==> src/rtl/data_mem_ctrl_pkg.sv <==
// Shared definitions for the 16-bit to 8-bit data-memory controller.
// Holds the state encoding, the data/byte widths and the byte-order helpers.
// Little-endian: the low byte lives at addr and the high byte at addr+1.
package data_mem_ctrl_pkg;

  localparam int DATA_W = 16;
  localparam int BYTE_W = 8;

  typedef enum logic [2:0] {
    IDLE     = 3'd0,
    LO_ISSUE = 3'd1,
    LO_WAIT  = 3'd2,
    HI_ISSUE = 3'd3,
    HI_WAIT  = 3'd4,
    RESP     = 3'd5
  } state_t;

  // Byte idx of a 16-bit word under the little-endian convention.
  function automatic logic [BYTE_W-1:0] le_byte(input logic [DATA_W-1:0] d,
                                                input logic              idx);
    return idx ? d[15:8] : d[7:0];
  endfunction

  // Rebuild a 16-bit word from its high and low bytes.
  function automatic logic [DATA_W-1:0] le_join(input logic [BYTE_W-1:0] hi,
                                                input logic [BYTE_W-1:0] lo);
    return {hi, lo};
  endfunction

endpackage

==> src/rtl/data_mem_ctrl_mem_wait_timer.sv <==
// Counts the SRAM read wait after each byte issue.
// Loaded on an issue cycle; o_done is high on the last wait cycle.
// No backpressure: it counts whenever the controller is in a wait state.
module mem_wait_timer #(
  parameter int WAIT_CYCLES = 1
) (
  input  logic clk,
  input  logic rst,
  input  logic i_load,
  input  logic i_dec,
  output logic o_done
);

  localparam logic [3:0] LOAD_VAL = 4'(WAIT_CYCLES);

  logic [3:0] r_cnt;

  // Reload on issue, count down while waiting, park at zero.
  always_ff @(posedge clk or posedge rst) begin
    if (rst) begin
      r_cnt <= 4'd0;
    end else if (i_load) begin
      r_cnt <= LOAD_VAL;
    end else if (i_dec && (r_cnt != 4'd0)) begin
      r_cnt <= r_cnt - 4'd1;
    end
  end

  assign o_done = (r_cnt == 4'd1);

endmodule

==> src/rtl/data_mem_ctrl.sv <==
// Splits each 16-bit load/store into two byte accesses on an 8-bit SRAM.
// Latency: write response 3 cycles after accept, read 3 + 2*WAIT_CYCLES.
// Ready only in IDLE/RESP; a request held during RESP is taken back-to-back.
module data_mem_ctrl
  import data_mem_ctrl_pkg::*;
#(
  parameter int WAIT_CYCLES = 1,
  parameter int ADDR_W      = 16
) (
  input  logic              clk,
  input  logic              rst,
  input  logic              i_req_valid,
  input  logic              i_req_write,
  input  logic [ADDR_W-1:0] i_req_addr,
  input  logic [DATA_W-1:0] i_req_wdata,
  output logic              o_req_ready,
  output logic              o_rsp_valid,
  output logic [DATA_W-1:0] o_rsp_rdata,
  output logic              o_mem_en,
  output logic              o_mem_we,
  output logic [ADDR_W-1:0] o_mem_addr,
  output logic [BYTE_W-1:0] o_mem_wdata,
  input  logic [BYTE_W-1:0] i_mem_rdata,
  output logic              o_busy
);

  if (WAIT_CYCLES < 1 || WAIT_CYCLES > 15) begin : g_bad_wait
    $error("data_mem_ctrl: WAIT_CYCLES must be within 1..15");
  end

  state_t              r_state, w_next;
  logic                r_req_ready, r_rsp_valid;
  logic [DATA_W-1:0]   r_rsp_rdata;
  logic                r_mem_en, r_mem_we;
  logic [ADDR_W-1:0]   r_mem_addr;
  logic [BYTE_W-1:0]   r_mem_wdata;
  logic                r_write;
  logic [ADDR_W-1:0]   r_addr;
  logic [DATA_W-1:0]   r_wdata;
  logic [BYTE_W-1:0]   r_rdata_lo;

  logic                w_accept, w_done;
  logic                w_write_sel;
  logic [ADDR_W-1:0]   w_addr_sel;
  logic [DATA_W-1:0]   w_wdata_sel;
  logic                w_mem_en, w_mem_we;
  logic [ADDR_W-1:0]   w_mem_addr;
  logic [BYTE_W-1:0]   w_mem_wdata;

  // Ready is only ever high in IDLE or RESP, so this is the whole accept rule.
  assign w_accept = i_req_valid & r_req_ready;

  // The low-byte issue directly follows acceptance, before the latches update.
  assign w_write_sel = w_accept ? i_req_write : r_write;
  assign w_addr_sel  = w_accept ? i_req_addr  : r_addr;
  assign w_wdata_sel = w_accept ? i_req_wdata : r_wdata;

  mem_wait_timer #(.WAIT_CYCLES(WAIT_CYCLES)) u_timer (
    .clk    (clk),
    .rst    (rst),
    .i_load ((r_state == LO_ISSUE) || (r_state == HI_ISSUE)),
    .i_dec  ((r_state == LO_WAIT)  || (r_state == HI_WAIT)),
    .o_done (w_done)
  );

  // Next state, plus the SRAM drive for the state being entered.
  always_comb begin
    w_next      = r_state;
    w_mem_en    = 1'b0;
    w_mem_we    = 1'b0;
    w_mem_addr  = '0;
    w_mem_wdata = '0;
    unique case (r_state)
      IDLE:     if (w_accept) w_next = LO_ISSUE;
      LO_ISSUE: w_next = r_write ? HI_ISSUE : LO_WAIT;
      LO_WAIT:  if (w_done) w_next = HI_ISSUE;
      HI_ISSUE: w_next = r_write ? RESP : HI_WAIT;
      HI_WAIT:  if (w_done) w_next = RESP;
      RESP:     w_next = w_accept ? LO_ISSUE : IDLE;
      default:  w_next = IDLE;
    endcase
    if (w_next == LO_ISSUE) begin
      w_mem_en    = 1'b1;
      w_mem_we    = w_write_sel;
      w_mem_addr  = w_addr_sel;
      w_mem_wdata = le_byte(w_wdata_sel, 1'b0);
    end else if (w_next == HI_ISSUE) begin
      w_mem_en    = 1'b1;
      w_mem_we    = r_write;
      w_mem_addr  = r_addr + ADDR_W'(1);
      w_mem_wdata = le_byte(r_wdata, 1'b1);
    end
  end

  // State, registered outputs, request latches and read-byte capture.
  always_ff @(posedge clk or posedge rst) begin
    if (rst) begin
      r_state     <= IDLE;
      r_req_ready <= 1'b0;
      r_rsp_valid <= 1'b0;
      r_rsp_rdata <= '0;
      r_mem_en    <= 1'b0;
      r_mem_we    <= 1'b0;
      r_mem_addr  <= '0;
      r_mem_wdata <= '0;
      r_write     <= 1'b0;
      r_addr      <= '0;
      r_wdata     <= '0;
      r_rdata_lo  <= '0;
    end else begin
      r_state     <= w_next;
      r_req_ready <= (w_next == IDLE) || (w_next == RESP);
      r_rsp_valid <= (w_next == RESP);
      r_mem_en    <= w_mem_en;
      r_mem_we    <= w_mem_we;
      r_mem_addr  <= w_mem_addr;
      r_mem_wdata <= w_mem_wdata;
      if (w_accept) begin
        r_write <= i_req_write;
        r_addr  <= i_req_addr;
        r_wdata <= i_req_wdata;
      end
      if ((r_state == LO_WAIT) && w_done) r_rdata_lo <= i_mem_rdata;
      if ((r_state == HI_WAIT) && w_done) r_rsp_rdata <= le_join(i_mem_rdata, r_rdata_lo);
    end
  end

  assign o_req_ready = r_req_ready;
  assign o_rsp_valid = r_rsp_valid;
  assign o_rsp_rdata = r_rsp_rdata;
  assign o_mem_en    = r_mem_en;
  assign o_mem_we    = r_mem_we;
  assign o_mem_addr  = r_mem_addr;
  assign o_mem_wdata = r_mem_wdata;
  assign o_busy      = (r_state != IDLE);

endmodule

==> config.mk <==
export PLATFORM = sky130hd
export DESIGN_NAME = data_mem_ctrl
export DESIGN_NICKNAME = d
export VERILOG_FILES = /design/src/rtl/data_mem_ctrl_pkg.sv /design/src/rtl/data_mem_ctrl_mem_wait_timer.sv /design/src/rtl/data_mem_ctrl.sv
export SDC_FILE = /design/constraint.sdc
export NUM_CORES = 1
export LEC_CHECK = 0
export CAP_MARGIN = 30
export CORE_MARGIN = 5
export CORE_UTILIZATION = 40
export CTS_CLUSTER_DIAMETER = 30
export CTS_CLUSTER_SIZE = 16
export DETAILED_ROUTE_END_ITERATION = 6
export PLACE_DENSITY = 0.69
export SLEW_MARGIN = 10
export SYNTH_ARGS = -nofsm -noshare
export SYNTH_HDL_FRONTEND = slang
export SYNTH_SLANG_ARGS = --single-unit
==> constraint.sdc <==
create_clock -name clk -period 3.6 [get_ports clk]
set_input_delay 0.9 -clock clk [delete_from_list [all_inputs] [get_ports clk]]
set_output_delay 0.9 -clock clk [all_outputs]
set_load 0.005 [all_outputs]
==> After elaboration in Yosys (flattened, before gate mapping) <==
Index checks and enable logic that the tools add are counted.
{ "classes": {"n_eq_ne": 9, "n_addsub": 2, "reduce_logical": 11, "muxes": 20, "bitwise_logic": 1} }
{ "ops": {"columns": ["cell", "n"], "rows": [
  ["2-to-1 mux 16 bit", 3],
  ["2-to-1 mux 8 bit", 3],
  ["one-hot mux 3 bit (6 select lines)", 1],
  ["adder 16 x 1 -> 16 bit, second input constant", 1],
  ["equality test 3 x 2 -> 1 bit, second input constant", 3],
  ["equality test 3 bit, second input constant", 3],
  ["2-to-1 mux 3 bit", 3],
  ["2-to-1 mux 1 bit", 8],
  ["2-to-1 mux 4 bit", 2],
  ["equality test 3 x 1 -> 1 bit, second input constant", 2],
  ["zero test 3 bit", 2],
  ["equality test 4 x 1 -> 1 bit, second input constant", 1],
  ["nonzero test 4 bit", 1],
  ["subtractor 4 x 1 -> 4 bit, second input constant", 1],
  ["logical AND 1 bit", 3],
  ["logical OR 1 bit", 3],
  ["nonzero test 3 bit", 1],
  ["nonzero test 2 bit", 1],
  ["AND 1 bit", 1]
]} }
{ "word_totals": {"output_inout_bits": 45, "reg_bits": 92, "wordCells": 57, "input_bits": 44} }

==> Longest topological paths before layout <==
Gate-level depths: netlist of the first run.
{ "logic_depth": {"word_depth": 6, "ltp_mapped": 9, "depth_no_buf": 6} }

==> Cells and area by module <==
Synthesis of the first run repeated with hierarchy kept, for this count alone.
{ "hier_totals": {"cells_unflattened": 299, "hier_area_um2": 3965.1} }
{ "by_module_without_submodules": {"columns": ["module", "cells_per_inst", "instances", "seq_area_each_um2", "area_each_um2"], "rows": [
  ["data_mem_ctrl", 270, 1, 2202.1, 3684.8],
  ["mem_wait_timer", 29, 1, 100.1, 280.3]
]} }

==> Worst setup path before layout of the first run <==
OpenSTA, ideal clock, no wires.
{ "synth_path": {"path_kind": "input -> register", "start": "input port i_req_valid", "end": "register r_mem_addr[1], in the netlist o_mem_addr[1]", "setup_time_ps": 66, "slack_ps": 1341, "t_arrival_ps": 2193, "path_stages": 7, "path_buffers": 2, "required_ps": 3534, "cell_sequence": "nand2_1 > or4_4 > nand4_4 > and2_4 > buf_8 > buf_12 > a22o_1"} }
{ "synth_via": {"elab_chain_cells": 6, "word_cells_on_any_way": 9, "classes_between": "eq/ne: 2; mux: 6; bitwise: 1"} }
{ "synth_lines": {"columns": ["item", "line_no", "text"], "rows": [
  ["start, declared", "data_mem_ctrl.sv:12", "input logic i_req_valid,"],
  ["AND 1 bit *", "data_mem_ctrl.sv:51", "assign w_accept = i_req_valid & r_req_ready;"],
  ["2-to-1 mux 1 bit / 2-to-1 mux 3 bit (equally long branches)", "data_mem_ctrl.sv:79, data_mem_ctrl.sv:74", null],
  ["one-hot mux 3 bit (6 select lines) *", "data_mem_ctrl.sv:73", "unique case (r_state)"],
  ["named net w_next[0]", "data_mem_ctrl.sv:31", "state_t r_state, w_next;"],
  ["equality test 3 x 2 -> 1 bit", "data_mem_ctrl.sv:87", "end else if (w_next == HI_ISSUE) begin"],
  ["2-to-1 mux 16 bit", "data_mem_ctrl.sv:87", null],
  ["2-to-1 mux 16 bit *", "data_mem_ctrl.sv:82", "if (w_next == LO_ISSUE) begin"],
  ["named net w_mem_addr[1]", "data_mem_ctrl.sv:47", "logic [ADDR_W-1:0] w_mem_addr;"],
  ["end signal, assigned", "data_mem_ctrl.sv:116", "r_mem_addr <= w_mem_addr;"],
  ["end, declared", "data_mem_ctrl.sv:35", "logic [ADDR_W-1:0] r_mem_addr;"]
]} }
The timed path passes the listed nets; every way through them passes the cells marked *.
A chain may end at the register's enable or synchronous reset.

==> Worst setup path in the final report of the first run <==
{ "layout_path": {"start": "register r_state[1]", "end": "output port o_busy"} }
{ "layout_via": {"elab_chain_cells": 1} }
{ "layout_lines": {"columns": ["item", "line_no", "text"], "rows": [
  ["start, declared", "data_mem_ctrl.sv:31", null],
  ["start signal, assigned", "data_mem_ctrl.sv:111", "r_state <= w_next;"],
  ["nonzero test 3 bit", "data_mem_ctrl.sv:135", "assign o_busy = (r_state != IDLE);"],
  ["end, declared", "data_mem_ctrl.sv:24", "output logic o_busy"]
]} }
Every way passes these cells.

==> flow_summary.html, run 1 <==
<table>
<tr><th>Metric</th><th>Value</th></tr>
<tr><th colspan="2">Worst setup path</th></tr>
<tr><td>Launch instance of the worst register-to-register path</td><td>r_state[1]</td></tr>
<tr><td>Type of element capturing the critical path</td><td>primary output</td></tr>
<tr><td>Startpoint-to-endpoint class of the critical path</td><td>reg -&gt; out</td></tr>
<tr><td>Arrival @ worst endpoint</td><td>1770 ps</td></tr>
<tr><td>R2R depth</td><td>5</td></tr>
<tr><td>R2r setup slk</td><td>1410 ps</td></tr>
<tr><td>Top fanout value on the critical path</td><td>9</td></tr>
<tr><td>Maximum single-stage delay on the critical path</td><td>530 ps</td></tr>
<tr><td>CP max-delay cell</td><td>sky130_fd_sc_hd__dfrtp_1</td></tr>
<tr><td>Reg2reg end</td><td>o_mem_wdata[2]</td></tr>
<tr><td>Worst path cell trace</td><td>or3_1 -&gt; clkdlybuf4s50_1</td></tr>
<tr><td>Data required time at the worst endpoint</td><td>2700 ps</td></tr>
<tr><td>Startpoint types</td><td>flop</td></tr>
<tr><th colspan="2">Floorplanning</th></tr>
<tr><td>Placeable core area</td><td>9280 sq um</td></tr>
<tr><td>Die width</td><td>108 microns</td></tr>
<tr><td>Number of placement rows</td><td>35</td></tr>
<tr><td>Die Height</td><td>108 microns</td></tr>
<tr><td>Die area</td><td>11700 sq um</td></tr>
<tr><td>Total I/O pin count</td><td>89</td></tr>
<tr><td>Initial standard-cell utilization of the core</td><td>41.3%</td></tr>
<tr><th colspan="2">Place</th></tr>
<tr><td>RD Place Congestion</td><td>0.737</td></tr>
<tr><td>Port Buf Inserts</td><td>88</td></tr>
<tr><td>Hpwl dp</td><td>5.35 mm</td></tr>
<tr><td>Placed Instances</td><td>475</td></tr>
<tr><th colspan="2">STA</th></tr>
<tr><td>Total Neg Setup Slack</td><td>0 ps</td></tr>
<tr><td>Worst clock skew on the final layout</td><td>10.2 ps</td></tr>
<tr><td>Final Hold Slack</td><td>487 ps</td></tr>
<tr><td>Maximum clock rate</td><td>375 MHz</td></tr>
<tr><td>Final hold violation count</td><td>0</td></tr>
<tr><td>Final Slew Violations</td><td>0</td></tr>
<tr><td>Minimum clock period</td><td>2670 ps</td></tr>
<tr><td>RSZ-0062 raised after global routing</td><td>no</td></tr>
<tr><td>Share of the clock period used by the worst path after layout</td><td>74.2%</td></tr>
<tr><td>Final setup violation count</td><td>0</td></tr>
<tr><td>Least-Margin Pin Slew</td><td>674 ps</td></tr>
<tr><td>Max-slew headroom at the worst pin</td><td>55.0%</td></tr>
<tr><th colspan="2">Detailed routing</th></tr>
<tr><td>Starting DRC count in detailed routing</td><td>71</td></tr>
<tr><td>Number of search-and-repair iterations in the first detailed-routing pass</td><td>4</td></tr>
<tr><td>Final ANT Viol Nets</td><td>0</td></tr>
<tr><td>Total number of vias</td><td>2377</td></tr>
<tr><td>Vias per cell</td><td>4.84</td></tr>
<tr><td>Total wirelength of the detailed-routed design</td><td>7.55 mm</td></tr>
<tr><td>Final routed wire length divided by cell count</td><td>15.4 microns</td></tr>
<tr><td>Post-route DRC violation count</td><td>0</td></tr>
<tr><th colspan="2">Hold path</th></tr>
<tr><td>Number of stages on the worst hold path</td><td>1</td></tr>
<tr><td>Terminating pin of the worst hold path</td><td>o_rsp_rdata[7]</td></tr>
<tr><td>Hold wc startpoint</td><td>r_rdata_lo[7]</td></tr>
<tr><td>Hold Path Class</td><td>reg -&gt; reg</td></tr>
<tr><th colspan="2">Job</th></tr>
<tr><td>Max_cap viols</td><td>0</td></tr>
<tr><th colspan="2">Synth</th></tr>
<tr><td>Commonest cells post-synth</td><td>92 x sky130_fd_sc_hd__dfrtp_1, 29 x sky130_fd_sc_hd__mux2_2, 28 x sky130_fd_sc_hd__mux2_1, 23 x sky130_fd_sc_hd__a22o_1</td></tr>
<tr><td>Average footprint of a synthesized cell</td><td>14.4 sq um</td></tr>
<tr><td>Simple-Gate Fraction of Synth Area</td><td>7.86%</td></tr>
<tr><td>Post-synthesis sequential area ratio</td><td>60.0%</td></tr>
<tr><td>Most area-hungry cell type in the Yosys netlist</td><td>sky130_fd_sc_hd__dfrtp_1</td></tr>
<tr><td>Flops &amp; latches, synth</td><td>92</td></tr>
<tr><td>Count of mapped cells out of synthesis</td><td>267</td></tr>
<tr><td>Syn Nets</td><td>315</td></tr>
<tr><td>Most instantiated library cell after synthesis</td><td>sky130_fd_sc_hd__dfrtp_1</td></tr>
<tr><td>Dominant combinational cell family by area after synthesis</td><td>multiplexers</td></tr>
<tr><td>Ys flop type</td><td>sky130_fd_sc_hd__dfrtp_1</td></tr>
<tr><td>Number of library cell types mapped by synthesis</td><td>42</td></tr>
<tr><td>Count of flip-flops with a built-in enable after synthesis</td><td>0</td></tr>
<tr><td>Leading cell types by total area after synthesis</td><td>sky130_fd_sc_hd__dfrtp_1 60%, sky130_fd_sc_hd__mux2_2 8.5%, sky130_fd_sc_hd__mux2_1 8.2%</td></tr>
<tr><td>Compound-cell area share of the yosys netlist</td><td>6.68%</td></tr>
<tr><td>Share of the synthesized area in the top cell type</td><td>60.0%</td></tr>
<tr><td>Xor-xnor portion of the synthesized cell area</td><td>4.34%</td></tr>
<tr><td>Share of async-settable or async-resettable flops after synthesis</td><td>100%</td></tr>
<tr><td>Post-Synth Adder-Cell Area</td><td>1.30%</td></tr>
<tr><td>Number of warnings printed during yosys synthesis</td><td>0</td></tr>
<tr><td>Fraction of synthesized area in multiplexers</td><td>16.7%</td></tr>
<tr><td>Synthesized area</td><td>3840 sq um</td></tr>
<tr><th colspan="2">Final layout</th></tr>
<tr><td>Nets</td><td>405</td></tr>
<tr><td>Share of final-layout standard cells stronger than drive strength 1</td><td>16.3%</td></tr>
<tr><td>Layout Area Growth over Synthesis</td><td>30.8%</td></tr>
<tr><td>Fill cells</td><td>832</td></tr>
<tr><td>Diode insertion count for antenna repair</td><td>0</td></tr>
<tr><td>Number of standard cells in the final layout excluding fillers</td><td>491</td></tr>
<tr><td>Utilization of the core after routing</td><td>54.1%</td></tr>
<tr><th colspan="2">Clock tree</th></tr>
<tr><td>Clock sink total</td><td>92</td></tr>
<tr><td>Max Root-Sink Buffers</td><td>2</td></tr>
<tr><td>Cell at the root of the clock tree</td><td>sky130_fd_sc_hd__clkbuf_8</td></tr>
<tr><td>Post-CTS Hold Buffers</td><td>0</td></tr>
<tr><td>Clock insertion delay at the later pin of the skew report</td><td>350 ps</td></tr>
<tr><td>Clock transition at the registers of the reported paths</td><td>100 ps</td></tr>
<tr><td>CTS-repair resized insts</td><td>0</td></tr>
<tr><td>CTS tree</td><td>built</td></tr>
<tr><td>Clock buffer count from CTS</td><td>9</td></tr>
<tr><td>Number of setup buffers added after CTS</td><td>0</td></tr>
<tr><td>H-tree level count</td><td>3</td></tr>
<tr><th colspan="2">GRT</th></tr>
<tr><td>Global-route wire length before repair</td><td>12.3 mm</td></tr>
<tr><td>Vias in the first global route</td><td>2510</td></tr>
<tr><td>M2 GR Usage</td><td>20.8%</td></tr>
<tr><td>Global route total overflow</td><td>0</td></tr>
<tr><td>Most Crowded Layer GR</td><td>met2</td></tr>
<tr><td>Met1 demand-to-capacity share in global routing</td><td>18.0%</td></tr>
<tr><td>Met3 Use GR</td><td>5.01%</td></tr>
<tr><td>Largest net degree at the start of global routing</td><td>55</td></tr>
<tr><td>Initial antenna violation count</td><td>0</td></tr>
<tr><td>Overall track demand over capacity in global routing</td><td>13.5%</td></tr>
<tr><th colspan="2">Outcome</th></tr>
<tr><td>Result of the run</td><td>finished, final reports clean</td></tr>
<tr><th colspan="2">Power</th></tr>
<tr><td>Worst VDD drop</td><td>0.334 mV</td></tr>
<tr><td>Leak pwr</td><td>2.14 nW</td></tr>
<tr><td>Total design power</td><td>0.00424 W</td></tr>
<tr><td>Power density of the placed cells</td><td>844 nW/um^2</td></tr>
</table>
==> worst max-delay path: cells and delay by family (launching register included) <==
| family | cells | cell delay (ps) |
|---|---|---|
| and+or+nand+nor | 1 | 440 |
| buffers and inverters | 1 | 460 |
| DFF | 1 | 530 |
==> cells in the final DEF, fill, tap and decap left out, types with 2 or more instances in the layout <==
cell type	netlist	final
sky130_fd_sc_hd__inv_8	0	2
sky130_fd_sc_hd__mux2_1	28	28
sky130_fd_sc_hd__buf_4	0	2
sky130_fd_sc_hd__ha_1	4	4
sky130_fd_sc_hd__nor2_1	12	12
sky130_fd_sc_hd__inv_1	5	4
sky130_fd_sc_hd__nand4_1	2	2
sky130_fd_sc_hd__clkbuf_8	0	10
sky130_fd_sc_hd__mux2_2	29	29
sky130_fd_sc_hd__nand2_1	12	11
sky130_fd_sc_hd__clkdlybuf4s50_1	0	88
sky130_fd_sc_hd__nand2b_1	2	2
sky130_fd_sc_hd__o2bb2ai_1	2	2
sky130_fd_sc_hd__clkinvlp_4	0	2
sky130_fd_sc_hd__xor2_1	8	8
sky130_fd_sc_hd__a22o_1	23	23
sky130_fd_sc_hd__xnor2_1	11	11
sky130_fd_sc_hd__nand3_1	3	3
sky130_fd_sc_hd__dfrtp_1	92	92
==> final cells by class <==
| cell class | instances | area (sq um) | share of cell area, % |
|---|---|---|---|
| inverters | 5 | 20.0 | 0.399 |
| repair buffers | 91 | 916 | 18.2 |
| clock inverters | 6 | 55.1 | 1.10 |
| clock buffers | 10 | 138 | 2.74 |
| multi-input cells | 158 | 1430 | 28.4 |
| flip-flops and latches | 92 | 2300 | 45.9 |
| well taps | 129 | 161 | 3.22 |
==> how the worst max path moves through the flow <==
stage                startpoint             end  slack (ps)  cells after the start
floorplan                   rst   o_mem_addr[0]         310                      1
global placement    i_req_valid  o_mem_wdata[4]         860                      6
detailed placement  i_req_valid  o_mem_wdata[3]         860                      6
CTS                  r_state[1]          o_busy         900                      2
global route         r_state[1]          o_busy         860                      2
finish               r_state[1]          o_busy         930                      2
==> state kept, by name, indices dropped and copies added, names as in the netlist, 3 cells and up <==
signal,count
o_mem_addr,16
r_wdata,16
o_mem_wdata,8
r_state,3
o_rsp_rdata,16
r_addr,16
u_timer.r_cnt,4
r_rdata_lo,8
==> stage by stage <==
stage	worst slack (ps)	cell area (sq um)
detailed placement	856	4830
global route	861	5020
CTS	899	5020
finish	930	5020
global placement	864	4830
floorplan	308	3840
==> per-layer routing <==
layer | routed length (microns) | vias up
met5 | 0 | -
met4 | 31 | 0
met3 | 622 | 3
met2 | 3480 | 73
met1 | 3420 | 1177
li1 | - | 1124
==> power by group <==
group / total (W) / leakage (nW) / switching, W / internal [W]
Combinational: 0.00173 / 0.910 / 0.000690 / 0.00104
Clock: 0.000671 / 0.0929 / 0.000388 / 0.000283
Sequential: 0.00184 / 1.14 / 0.000308 / 0.00153
==> kinds of logic (layout without fill, tap and decap cells) <==
family / after synthesis / count (layout)
buffers and inverters: 17 / 112
DFF: 92 / 92
and+or+nand+nor: 49 / 49
adders and majority gates: 4 / 4
xor gates and xnor gates: 19 / 19
muxes: 57 / 57
AOI/OAI and AO/OA: 29 / 29
No activity file was read; power rests on OpenSTA's default activity.
==> run 2, diff against run 1 <==
--- a/config.mk
+++ b/config.mk
@@ -11,7 +11,7 @@
 export CTS_CLUSTER_DIAMETER = 30
 export CTS_CLUSTER_SIZE = 16
 export DETAILED_ROUTE_END_ITERATION = 6
-export PLACE_DENSITY = 0.69
+export PLACE_DENSITY = 0.72
 export SLEW_MARGIN = 10
 export SYNTH_ARGS = -nofsm -noshare
 export SYNTH_HDL_FRONTEND = slang
==> constraint.sdc (replaced) <==
create_clock -name clk -period 2.41 [get_ports clk]
set_input_delay 0.6025 -clock clk [delete_from_list [all_inputs] [get_ports clk]]
set_output_delay 0.6025 -clock clk [all_outputs]
set_load 0.005 [all_outputs]
==> flow_summary.html, run 2 (synthesis results as in run 1) <==
<table>
<tr><th>Metric</th><th>Value</th></tr>
<tr><th colspan="2">Outcome</th></tr>
<tr><td>Result of the run</td><td>finished, final reports clean (unchanged)</td></tr>
<tr><th colspan="2">GRT</th></tr>
<tr><td>Global-route wire length before repair</td><td>13.1 mm (was 12.3 mm)</td></tr>
<tr><td>Overall track demand over capacity in global routing</td><td>14.2% (was 13.5%)</td></tr>
<tr><td>Largest net degree at the start of global routing</td><td>93 (was 55)</td></tr>
<tr><td>Vias in the first global route</td><td>2657 (was 2510)</td></tr>
<tr><td>Global route total overflow</td><td>0 (unchanged)</td></tr>
<tr><td>Initial antenna violation count</td><td>0 (unchanged)</td></tr>
<tr><th colspan="2">Floorplanning</th></tr>
<tr><td>Placeable core area</td><td>9280 sq um (unchanged)</td></tr>
<tr><td>Number of placement rows</td><td>35 (unchanged)</td></tr>
<tr><td>Die Height</td><td>108 microns (unchanged)</td></tr>
<tr><td>Die area</td><td>11700 sq um (unchanged)</td></tr>
<tr><td>Initial standard-cell utilization of the core</td><td>41.3% (unchanged)</td></tr>
<tr><td>Die width</td><td>108 microns (unchanged)</td></tr>
<tr><td>Total I/O pin count</td><td>89 (unchanged)</td></tr>
<tr><th colspan="2">Detailed routing</th></tr>
<tr><td>Post-route DRC violation count</td><td>0 (unchanged)</td></tr>
<tr><td>Total wirelength of the detailed-routed design</td><td>7.79 mm (was 7.55 mm)</td></tr>
<tr><td>Final ANT Viol Nets</td><td>0 (unchanged)</td></tr>
<tr><td>Number of search-and-repair iterations in the first detailed-routing pass</td><td>4 (unchanged)</td></tr>
<tr><td>Total number of vias</td><td>2388 (was 2377)</td></tr>
<tr><td>Final routed wire length divided by cell count</td><td>15.7 microns (was 15.4 microns)</td></tr>
<tr><td>Vias per cell</td><td>4.80 (was 4.84)</td></tr>
<tr><td>Starting DRC count in detailed routing</td><td>69 (was 71)</td></tr>
<tr><th colspan="2">Clock tree</th></tr>
<tr><td>CTS tree</td><td>built (unchanged)</td></tr>
<tr><td>Clock buffer count from CTS</td><td>9 (unchanged)</td></tr>
<tr><td>Max Root-Sink Buffers</td><td>2 (unchanged)</td></tr>
<tr><td>Clock sink total</td><td>92 (unchanged)</td></tr>
<tr><td>Clock transition at the registers of the reported paths</td><td>90 ps (was 100 ps)</td></tr>
<tr><td>Clock insertion delay at the later pin of the skew report</td><td>350 ps (about the same)</td></tr>
<tr><td>H-tree level count</td><td>3 (unchanged)</td></tr>
<tr><td>Number of setup buffers added after CTS</td><td>0 (unchanged)</td></tr>
<tr><td>CTS-repair resized insts</td><td>0 (unchanged)</td></tr>
<tr><td>Post-CTS Hold Buffers</td><td>0 (unchanged)</td></tr>
<tr><td>Cell at the root of the clock tree</td><td>sky130_fd_sc_hd__clkbuf_8 (unchanged)</td></tr>
<tr><th colspan="2">Hold path</th></tr>
<tr><td>Terminating pin of the worst hold path</td><td>o_rsp_rdata[5] (was o_rsp_rdata[7])</td></tr>
<tr><td>Hold Path Class</td><td>reg -&gt; reg (unchanged)</td></tr>
<tr><td>Hold wc startpoint</td><td>r_rdata_lo[5] (was r_rdata_lo[7])</td></tr>
<tr><td>Number of stages on the worst hold path</td><td>1 (unchanged)</td></tr>
<tr><th colspan="2">STA</th></tr>
<tr><td>Final Slew Violations</td><td>0 (unchanged)</td></tr>
<tr><td>Final hold violation count</td><td>0 (unchanged)</td></tr>
<tr><td>RSZ-0062 raised after global routing</td><td>no (unchanged)</td></tr>
<tr><td>Final Hold Slack</td><td>490 ps (was 487 ps)</td></tr>
<tr><td>Least-Margin Pin Slew</td><td>491 ps (was 674 ps)</td></tr>
<tr><td>Worst clock skew on the final layout</td><td>10.4 ps (was 10.2 ps)</td></tr>
<tr><td>Final setup violation count</td><td>0 (unchanged)</td></tr>
<tr><td>Share of the clock period used by the worst path after layout</td><td>95.6%</td></tr>
<tr><td>Total Neg Setup Slack</td><td>0 ps (unchanged)</td></tr>
<tr><td>Max-slew headroom at the worst pin</td><td>67.2% (was 55.0%)</td></tr>
<tr><td>Maximum clock rate</td><td>434 MHz</td></tr>
<tr><td>Minimum clock period</td><td>2300 ps</td></tr>
<tr><th colspan="2">Worst setup path</th></tr>
<tr><td>Type of element capturing the critical path</td><td>primary output (unchanged)</td></tr>
<tr><td>Arrival @ worst endpoint</td><td>1700 ps (was 1770 ps)</td></tr>
<tr><td>Startpoint types</td><td>flop (unchanged)</td></tr>
<tr><td>R2r setup slk</td><td>470 ps (was 1410 ps)</td></tr>
<tr><td>Reg2reg end</td><td>o_mem_wdata[7] (was o_mem_wdata[2])</td></tr>
<tr><td>Data required time at the worst endpoint</td><td>1810 ps (was 2700 ps)</td></tr>
<tr><td>Startpoint-to-endpoint class of the critical path</td><td>reg -&gt; out (unchanged)</td></tr>
<tr><td>R2R depth</td><td>5 (unchanged)</td></tr>
<tr><td>Top fanout value on the critical path</td><td>8 (was 9)</td></tr>
<tr><td>Launch instance of the worst register-to-register path</td><td>r_state[2] (was r_state[1])</td></tr>
<tr><th colspan="2">Final layout</th></tr>
<tr><td>Fill cells</td><td>799 (was 832)</td></tr>
<tr><td>Layout Area Growth over Synthesis</td><td>33.2% (was 30.8%)</td></tr>
<tr><td>Most common library cell in the layout ignoring fill and taps</td><td>sky130_fd_sc_hd__dfrtp_1 (unchanged)</td></tr>
<tr><td>Share of final-layout standard cells stronger than drive strength 1</td><td>17.4% (was 16.3%)</td></tr>
<tr><td>Nets</td><td>411 (was 405)</td></tr>
<tr><td>Multi-input combinational cell area</td><td>1430 sq um (unchanged)</td></tr>
<tr><td>Register Area</td><td>2300 sq um (unchanged)</td></tr>
<tr><td>Utilization of the core after routing</td><td>55.1% (was 54.1%)</td></tr>
<tr><td>Most frequent cells in the layout</td><td>92 x sky130_fd_sc_hd__dfrtp_1, 88 x sky130_fd_sc_hd__clkdlybuf4s50_1, 29 x sky130_fd_sc_hd__mux2_2, 28 x sky130_fd_sc_hd__mux2_1, 23 x sky130_fd_sc_hd__a22o_1 (unchanged)</td></tr>
<tr><td>Diode insertion count for antenna repair</td><td>0 (unchanged)</td></tr>
<tr><td>Number of standard cells in the final layout excluding fillers</td><td>497 (was 491)</td></tr>
<tr><th colspan="2">Place</th></tr>
<tr><td>Port Buf Inserts</td><td>88 (unchanged)</td></tr>
<tr><td>RD Place Congestion</td><td>0.744 (was 0.737)</td></tr>
<tr><td>Hpwl dp</td><td>5.43 mm (was 5.35 mm)</td></tr>
<tr><td>Placed Instances</td><td>481 (was 475)</td></tr>
<tr><th colspan="2">Power</th></tr>
<tr><td>Worst VDD drop</td><td>0.525 mV (was 0.334 mV)</td></tr>
<tr><td>Power density of the placed cells</td><td>1290 nW/um^2 (was 844 nW/um^2)</td></tr>
<tr><td>Leak pwr</td><td>2.18 nW (was 2.14 nW)</td></tr>
<tr><th colspan="2">Job</th></tr>
<tr><td>Max_cap viols</td><td>0 (unchanged)</td></tr>
</table>
==> run 2: critical path, cell delays in order, from the launching register on <==
cell,delay (ps)
sky130_fd_sc_hd__dfrtp_1,480
sky130_fd_sc_hd__or3_1,400
sky130_fd_sc_hd__clkdlybuf4s50_1,470
==> run 2: final cells by class <==
type | instances | share of cell area [%]
Tap cell | 129 | 3.16
Clock inverter | 5 | 1.64
Timing Repair Buffer | 97 | 19.0
Sequential cell | 92 | 45.0
Multi-Input combinational cell | 158 | 27.9
Clock buffer | 11 | 2.77
Inverter | 5 | 0.441
==> run 2: power breakdown <==
part           switching (W)  leakage [nW]  internal, W
combinational        0.00107         0.937      0.00161
sequential          0.000435          1.14      0.00229
clock               0.000540         0.106     0.000617
==> run 2: per-layer routing <==
metal / track usage, % / vias to the layer above / routed length [microns]
li1: - / 1126 / -
met1: 19.2 / 1187 / 3630
met2: 21.9 / 69 / 3560
met3: 5.19 / 6 / 543
met4: 3.52 / 0 / 66
met5: 0 / - / 0
==> run 2: worst max path at each step <==
stage,endpoint,cells after the start,slack [ps],from
after floorplan,o_mem_addr[1],7,450,i_req_valid
after detailed placement,o_mem_wdata[1],6,10,i_req_valid
after CTS,o_busy,2,70,r_state[2]
after global placement,o_mem_wdata[1],6,20,i_req_valid
final,o_busy,2,110,r_state[2]
after global routing,o_busy,2,2,r_state[2]
==> run 2: metrics by stage <==
stage / area, sq um / total power, W / worst slack, ps
final: 5110 / 0.00657 / 105
after global routing: 5110 / 0.00705 / 2.01
after CTS: 5110 / 0.00667 / 69.9
after detailed placement: 4890 / 0.00548 / 9.88
after global placement: 4890 / 0.00539 / 19.6
after floorplan: 3840 / 0.00434 / 448
